**src/rtl/election_bonus_arbiter.sv**
```systemverilog
// Election-house scheduler plus round-robin bonus arbiter; optional bonusType rotation under BONUS_TYPE_ROTATE_EN.
// Latency: bonus pulse to bonusValid 2 cycles from IDLE; backpressure: offer held stable until bonusAck, counts saturate.
module election_bonus_arbiter #(
    parameter int OPEN_FRAMES    = 900,
    parameter int CLOSED_FRAMES  = 300,
    parameter int HOLDOFF_FRAMES = 2,
    parameter int MAX_PENDING    = 3
) (
    input  logic       clk,
    input  logic       resetN,
    input  logic       start_of_frame,
    input  logic       tank1Bonus,
    input  logic       tank2Bonus,
    input  logic       bonusAck,
    output logic       houseOpen,
    output logic       bonusValid,
    output logic       bonusTank,
    output logic [1:0] bonusType,
    output logic [1:0] pending1,
    output logic [1:0] pending2
);

    localparam int FMAX = (OPEN_FRAMES > CLOSED_FRAMES) ? OPEN_FRAMES : CLOSED_FRAMES;
    localparam int FW   = $clog2(FMAX + 1);
    localparam int HW   = $clog2(HOLDOFF_FRAMES + 2);

    localparam logic [FW-1:0] OPEN_LAST   = FW'(OPEN_FRAMES - 1);
    localparam logic [FW-1:0] CLOSED_LAST = FW'(CLOSED_FRAMES - 1);
    localparam logic [HW-1:0] HOLD_LAST   = HW'(HOLDOFF_FRAMES - 1);
    localparam logic [1:0]    MAX_P       = 2'(MAX_PENDING);

    localparam logic [0:0] H_OPEN   = 1'b0;
    localparam logic [0:0] H_CLOSED = 1'b1;

    localparam logic [1:0] A_IDLE    = 2'd0;
    localparam logic [1:0] A_OFFER   = 2'd1;
    localparam logic [1:0] A_HOLDOFF = 2'd2;

    logic [0:0]    house_state;
    logic [FW-1:0] frame_cnt;
    logic          frame_last;

    logic [1:0]    arb_state;
    logic [HW-1:0] hold_cnt;
    logic          last_served;
    logic          handshake;
    logic          pick;
    logic [1:0]    pending1_nxt;
    logic [1:0]    pending2_nxt;

    // House scheduler: houseOpen lags the state by one register stage.
    assign frame_last = (house_state == H_OPEN) ? (frame_cnt == OPEN_LAST)
                                                : (frame_cnt == CLOSED_LAST);

    always_ff @(posedge clk or negedge resetN) begin
        if (!resetN) begin
            house_state <= H_OPEN;
            frame_cnt   <= '0;
            houseOpen   <= 1'b0;
        end else begin
            houseOpen <= (house_state == H_OPEN);
            if (start_of_frame) begin
                if (frame_last) begin
                    house_state <= ~house_state;
                    frame_cnt   <= '0;
                end else begin
                    frame_cnt <= frame_cnt + 1'b1;
                end
            end
        end
    end

    // bonusValid is only ever high in OFFER, so the handshake implies OFFER.
    assign handshake = bonusValid & bonusAck;

    function automatic logic [1:0] pend_next(input logic [1:0] cur, input logic inc, input logic dec);
        logic [1:0] res;
        res = cur;
        if (inc && !dec && (cur != MAX_P))
            res = cur + 2'd1;
        else if (dec && !inc)
            res = cur - 2'd1;
        return res;
    endfunction

    always_comb begin
        pending1_nxt = pend_next(pending1, tank1Bonus & houseOpen, handshake & ~bonusTank);
        pending2_nxt = pend_next(pending2, tank2Bonus & houseOpen, handshake &  bonusTank);
    end

    always_ff @(posedge clk or negedge resetN) begin
        if (!resetN) begin
            pending1 <= 2'd0;
            pending2 <= 2'd0;
        end else begin
            pending1 <= pending1_nxt;
            pending2 <= pending2_nxt;
        end
    end

    // Tie goes to the tank not served last; otherwise whichever has a count.
    assign pick = ((|pending1) && (|pending2)) ? ~last_served : ~(|pending1);

    always_ff @(posedge clk or negedge resetN) begin
        if (!resetN) begin
            arb_state   <= A_IDLE;
            bonusValid  <= 1'b0;
            bonusTank   <= 1'b0;
            last_served <= 1'b1;
            hold_cnt    <= '0;
        end else begin
            case (arb_state)
                A_IDLE: begin
                    if ((|pending1) || (|pending2)) begin
                        bonusTank  <= pick;
                        bonusValid <= 1'b1;
                        arb_state  <= A_OFFER;
                    end
                end
                A_OFFER: begin
                    if (bonusAck) begin
                        bonusValid  <= 1'b0;
                        last_served <= bonusTank;
                        hold_cnt    <= '0;
                        arb_state   <= A_HOLDOFF;
                    end
                end
                A_HOLDOFF: begin
                    if (HOLDOFF_FRAMES == 0) begin
                        arb_state <= A_IDLE;
                    end else if (start_of_frame) begin
                        if (hold_cnt == HOLD_LAST)
                            arb_state <= A_IDLE;
                        else
                            hold_cnt <= hold_cnt + 1'b1;
                    end
                end
                default: arb_state <= A_IDLE;
            endcase
        end
    end

`ifdef BONUS_TYPE_ROTATE_EN
    logic [1:0] type_q;

    always_ff @(posedge clk or negedge resetN) begin
        if (!resetN)
            type_q <= 2'd0;
        else if (handshake)
            type_q <= (type_q == 2'd2) ? 2'd0 : type_q + 2'd1;
    end

    assign bonusType = type_q;
`else
    assign bonusType = 2'd0;
`endif

endmodule

```
**config.mk**
```make
export PLATFORM = sky130hd
export DESIGN_NAME = election_bonus_arbiter
export DESIGN_NICKNAME = d
export VERILOG_FILES = /design/src/rtl/election_bonus_arbiter.sv
export SDC_FILE = /design/constraint.sdc
export NUM_CORES = 1
export LEC_CHECK = 0
export CORE_MARGIN = 2
export CORE_UTILIZATION = 35
export CTS_BUF_LIST = sky130_fd_sc_hd__clkbuf_4 sky130_fd_sc_hd__clkbuf_8 sky130_fd_sc_hd__clkbuf_16
export CTS_CLUSTER_SIZE = 30
export DETAILED_ROUTE_END_ITERATION = 8
export SLEW_MARGIN = 30
export SYNTH_ARGS = -nofsm -noshare
export SYNTH_HDL_FRONTEND = slang
export SYNTH_SLANG_ARGS = --single-unit
```
**constraint.sdc**
```tcl
create_clock -name clk -period 3.83 [get_ports clk]
set_input_delay 0.9575 -clock clk [delete_from_list [all_inputs] [get_ports clk]]
set_output_delay 0.9575 -clock clk [all_outputs]
set_load 0.05 [all_outputs]
```
==> metrics <==
cts-stage hold buffer count 0; Fin. Hold Viols 0; Int Power 0.000509 W; Slew Viols, Final 0; Post-Synthesis Cells 129; DRT Pass-1 Iters 4; Post-synth EDFFs 0; Final nets 150; Fin Clk Skew around 0.015 ns; post-synth top area share 45.5%; CTS tree yes; maximum root-to-sink buffer count 2; final WL 2.16 mm; Core ar. 3340 sq um; Reg clk slew, reported paths 0.12 ns; Die Y 62.8 um; LEAKAGE between 0.5 and 0.6 nW; Worst VDD drop approximately 0.14 mV; layout cells sized above 1 under 10%; Bufs and invs on worst path 1; Sw Pwr 0.000389 W; DRC viols 0; relative slew slack 66.3%; Multi-input gate area 578 sq um; clock power share 12.5%; nature of the critical path endpoint output port; Starting Density a little over a third; Synth Register Bits 23; Required @ worst endpoint about 2.9 ns; largest net degree at the start of global routing 24; Seq/Total Area, Yosys 47.7%; Total GRT Usage 12.4%; buffers inserted by post-CTS timing repair 0; DRT iter0 DRCs 49; CP peak stage delay 0.83 ns; Die W 62.8 um; CP top delay family buffers and inverters; RSZ-0062 raised after global routing no; most frequent cells after synthesis 22 x dfrtp_1, 19 x nand2_1, 15 x nor2_1; clk_lat worst skew ~0.31 ns; most frequent cell after synthesis dfrtp_1; mean cell area of the mapped netlist between 9 and 10 sq um; first-pass GRT wire length 3.88 mm; Register-to-Register Path Depth 5; via count 924; Max stage delay cell, worst path clkdlybuf4s50_1; wire per inst 11.6 um; GRT overflow 0; critical-path maximum fanout 6; status finished, final reports clean; Power per Cell Area 649 nW/um^2; worst slew pin tran 0.504 ns; switch share between 40% and 50%; Netlist cell types 38; full die area 3940 sq um; clock sinks 23; Gate power share roughly 41%; RR Startpoint frame_cnt[0]; post-route ant nets 0; Layout area overhead 14.6%; Hold/Removal Path Class reg -> reg; # setup viols final 0; post-route cell area between 1000 and 1500 sq um; Hold Crit Depth 1; largest cells by area after synthesis dfrtp_1 46%, nand2_1 5.9%, xnor2_1 5.1%, nor2_1 4.7%, o21ai_0 3.7%; CTS root buffer clkbuf_4; Worst R2R End house_state; CTS buffer count 3; R2R setup slack between 2 and 2.5 ns; Sequential Power Share 46.9%; area leader, netlist dfrtp_1; Crit. Startpoint bonusTank; max cap viols 0; period utilisation layout between 60% and 70%; Synth Cell Area 1210 sq um; n_diodes 0; RD Place Congestion 0.821; Site Rows 21; setup TNS 0 ns; fin crit period between 2 and 3 ns; dpl cell area 1360 sq um; hpwl dp 1.63 mm; filler instances ~340; H-tree levels 1; crit path DAT 1.58 ns; Via-to-Cell Ratio 4.94; IO Count 15; Synth Warn # 0; sequential cell area 577 sq um; vias in the first global route 893; asr flop ratio synth 100%; critical path cell sequence clkdlybuf4s50_1; IO Port Bufs 12; startpoint types register; CP Class reg -> out; Resize count post-CTS 0; CP endpoint bonusTank; ys flop type dfrtp_1; initial antenna violation count 0; Crit. path cell count 1; fmax 394 MHz
-- state kept, by name, indices dropped and copies added, names as in the netlist --
register	count
hold_cnt	2
frame_cnt	10
pending2	2
bonusValid	1
last_served	1
arb_state	2
house_state	1
houseOpen	1
pending1	2
bonusTank	1
-- layout by cell type, fill, tap and decap left out --
cell	synthesis	final
mux2i_1	3	3
or4_4	1	1
clkinv_2	0	1
nor2_1	15	15
nand4_1	2	2
nand3_1	4	4
nand2_1	19	19
nand2b_1	1	1
xnor2_1	7	7
mux2_2	1	1
a21oi_1	4	4
buf_2	1	1
nor4_2	1	1
clkbuf_4	0	3
ha_1	2	2
xor2_1	1	1
nor4_1	1	1
nor3b_1	1	1
clkdlybuf4s50_1	0	11
dfrtp_1	22	22
a211o_1	1	1
o22ai_1	2	2
and4b_1	1	1
nor2b_1	1	1
nand3b_1	1	1
nor4b_2	1	1
a21o_1	1	1
a211oi_1	1	1
o21ai_0	9	9
dfstp_2	1	1
and3b_1	1	1
conb_1	1	2
mux2i_2	1	1
or2_2	1	1
nor3_4	1	1
inv_1	8	8
o211ai_1	2	2
nor3_1	4	4
a21bo_2	1	1
-- power by group through the flow --
stage / clock, W / combinational, W / sequential [W]
finish: 0.000112 / 0.000365 / 0.000422
detailed placement: 0 / 0.000370 / 0.000430
global placement: 0 / 0.000362 / 0.000423
floorplan: 0 / 0.000198 / 0.000488
CTS: 0.000119 / 0.000371 / 0.000423
global route: 0.000130 / 0.000402 / 0.000439
-- per-layer routing --
layer	track usage [%]	part of all wire [%]
met1	14.1	44
met5	0	0
met2	21.9	52
met4	5.00	0.97
met3	3.60	3.6
-- cell type report --
| type | count | area share, % |
|---|---|---|
| clock buffers | 3 | 1.63 |
| clock inverters | 1 | 0.361 |
| inverters | 8 | 2.17 |
| multi-input cells | 94 | 41.7 |
| flip-flops and latches | 23 | 41.6 |
| well taps | 46 | 4.16 |
| repair buffers | 12 | 8.31 |
-- cells by family (layout without fill, tap and decap cells) --
logic type / after synthesis / count (layout) / synth area share (%)
other: 1 / 2 / 0.310
adders and majority gates: 2 / 2 / 2.07
DFF: 23 / 23 / 47.7
muxes: 5 / 5 / 4.55
xor gates and xnor gates: 8 / 8 / 5.80
AOI/OAI and AO/OA: 21 / 21 / 10.5
buffers and inverters: 13 / 24 / 4.76
and+or+nand+nor: 56 / 56 / 24.3
-- how the worst min path moves through the flow --
stage	endpoint	from	slack, ns
6_report	houseOpen	house_state	0.51
3_5_place_dp	hold_cnt[1]	hold_cnt[1]	0.50
5_1_grt	houseOpen	house_state	0.53
2_1_floorplan	houseOpen	house_state	0.46
3_3_place_gp	houseOpen	house_state	0.48
4_1_cts	houseOpen	house_state	0.51
-- per-stage QoR --
stage	instances	setup slack [ns]	util, %	hold slack (ns)	power [W]
2_1_floorplan	130	1.95	-	0.457	0.000686
3_3_place_gp	183	1.37	40.8	0.481	0.000785
3_5_place_dp	183	1.30	40.7	0.502	0.000799
4_1_cts	187	1.27	41.5	0.515	0.000913
5_1_grt	187	1.21	41.5	0.534	0.000970
6_report	187	1.29	41.5	0.513	0.000898
(Power assumes the default switching activity.)
==> RTL change, RTL diff (config.mk and constraints unchanged) <==
Build with the macro `BONUS_TYPE_ROTATE_EN` defined.
--- a/src/rtl/election_bonus_arbiter.sv
+++ b/src/rtl/election_bonus_arbiter.sv
@@ -1,4 +1,6 @@
 // Election-house scheduler plus round-robin bonus arbiter; optional bonusType rotation under BONUS_TYPE_ROTATE_EN.
 // Latency: bonus pulse to bonusValid 2 cycles from IDLE; backpressure: offer held stable until bonusAck, counts saturate.
+`define BONUS_TYPE_ROTATE_EN
+
 module election_bonus_arbiter #(
     parameter int OPEN_FRAMES    = 900,
Behaviour: not the same (a bounded check fails within 10 cycles, from zero or initial values and one cycle with resetN low).
==> RTL change against the original RTL <==
- sequential cell count up 2
- cell area is 6.1% higher
- sequential share of layout area rose by 1.0 points
- total power is 8.1% higher
- worst setup slack lost 0.039 ns
- routed wire length increased by 12%
- area after synthesis up 4.1%
- fmax is 1.5% lower
==> RTL change: results (changes against the original RTL) <==
[placed_design]
gp_congestion=0.844  ; +2.8%
dp.final_hpwl_mm=1.74  ; +6.7%
port_buffers=14  ; +2

[final_layout]
fillers=322  ; -5.6%
num-nets-final=156  ; +4.0%
drive_above_1_share_pct=6.12  ; -3.8 points

[synth]
ys_seq_area_share_pct=49.8  ; +2.1 points
synth_compound_area_share_pct=12.8  ; +2.4 points
synth_area_leaders=dfrtp_1 48%, nand2_1 4.8%, nor2_1 3.3%
yosys-top-cells-count=24 x dfrtp_1, 16 x nand2_1, 11 x nor2_1, 8 x a21oi_1, 8 x nand3_1
synth_fa_ha_area_share_pct=1.99  ; -0.082 points
synth.area.mux_share_pct=2.49  ; -2.1 points
synth_xor_area_share_pct=4.87  ; -0.93 points

[setup_path]
reg2reg_slack_ns=2.03  ; -0.15 ns
cp_data_arrival_time_ns=1.62  ; +0.04 ns
path_max_fanout=7  ; +1

[global_routing]
grt.total_usage_pct=13.8  ; +1.4 points
grt_pass1_wl_mm=4.46  ; +15%
grt_max_degree=26  ; +8.3%

[run_status]
status=finished, final reports clean

[drt]
num_vias=1017  ; +10%
drt_iter0_drc=43  ; -12%

[clock_network]
cts.clk_slew.worst_paths_ns=0.14  ; +0.02 ns
numCtsBuffers=3  ; unchanged

[timing]
tightest_slew_ns=0.537  ; +0.0333 ns
whs_ns=0.505  ; -0.00827 ns
skew_ns=0.0112  ; -0.00399 ns

[pwr]
p_sw_share_pct=43.3  ; about the same
irDropWorstVdd_uv=234  ; +67%
p_leak_nw=0.609  ; +4.6%

[worst_hold_path]
hold_path_class=register to register

-- RTL change: kinds of logic (layout without fill, tap and decap cells) --
kind of cell               count (synthesis)  after routing
AOI/OAI and AO/OA                         26             26
xor gates and xnor gates                   7              7
adders and majority gates                  2              2
buffers and inverters                      9             24
DFF                                       25             25
muxes                                      3              3
and+or+nand+nor                           60             60
-- RTL change: per-layer routing --
layer	vias to the layer above	global-route usage [%]	share of wire, %
li1	494	-	-
met1	493	16.6	45
met2	26	23.6	49
met3	4	2.64	4.0
met4	0	6.52	1.2
met5	-	0	0
-- RTL change: final timing paths --
| path | start | endpoint | cells after the start |
|---|---|---|---|
| worst max-delay path | bonusTank | bonusTank | 1 |
| worst min-delay path | house_state | houseOpen | 1 |
| worst max register to register | frame_cnt[3] | frame_cnt[1] | 4 |
| worst min register to register | house_state | houseOpen | 1 |
| max in group asynchronous | resetN | last_served | 2 |
| min in group asynchronous | resetN | frame_cnt[2] | 2 |
-- RTL change: area by class of cell --
type | instances | area, um^2 | area share [%]
sequential | 25 | 627 | 42.7
multi-input combinational | 98 | 591 | 40.2
timing repair buffer | 15 | 148 | 10.1
tap | 46 | 57.6 | 3.92
clock buffer | 3 | 22.5 | 1.53
inverter | 5 | 18.8 | 1.28
clock inverter | 1 | 5.00 | 0.341
-- RTL change: power groups by stage --
| stage | clock network [mW] | registers [mW] | logic, mW |
|---|---|---|---|
| 4_1_cts | 0.124 | 0.461 | 0.399 |
| 5_1_grt | 0.138 | 0.483 | 0.434 |
| 6_report | 0.115 | 0.463 | 0.393 |
| 3_3_place_gp | 0 | 0.462 | 0.387 |
| 2_1_floorplan | 0 | 0.541 | 0.193 |
| 3_5_place_dp | 0 | 0.468 | 0.398 |
-- RTL change: metrics by stage --
stage	instances	instance area [um^2]	power [mW]	utilization, %	setup slack, ns
2_1_floorplan	132	1260	0.734	-	2.07
6_report	193	1470	0.971	43.3	1.25
4_1_cts	193	1470	0.984	43.3	1.24
3_3_place_gp	189	1440	0.848	42.5	1.35
5_1_grt	193	1470	1.06	43.3	1.19
3_5_place_dp	189	1440	0.866	42.5	1.29
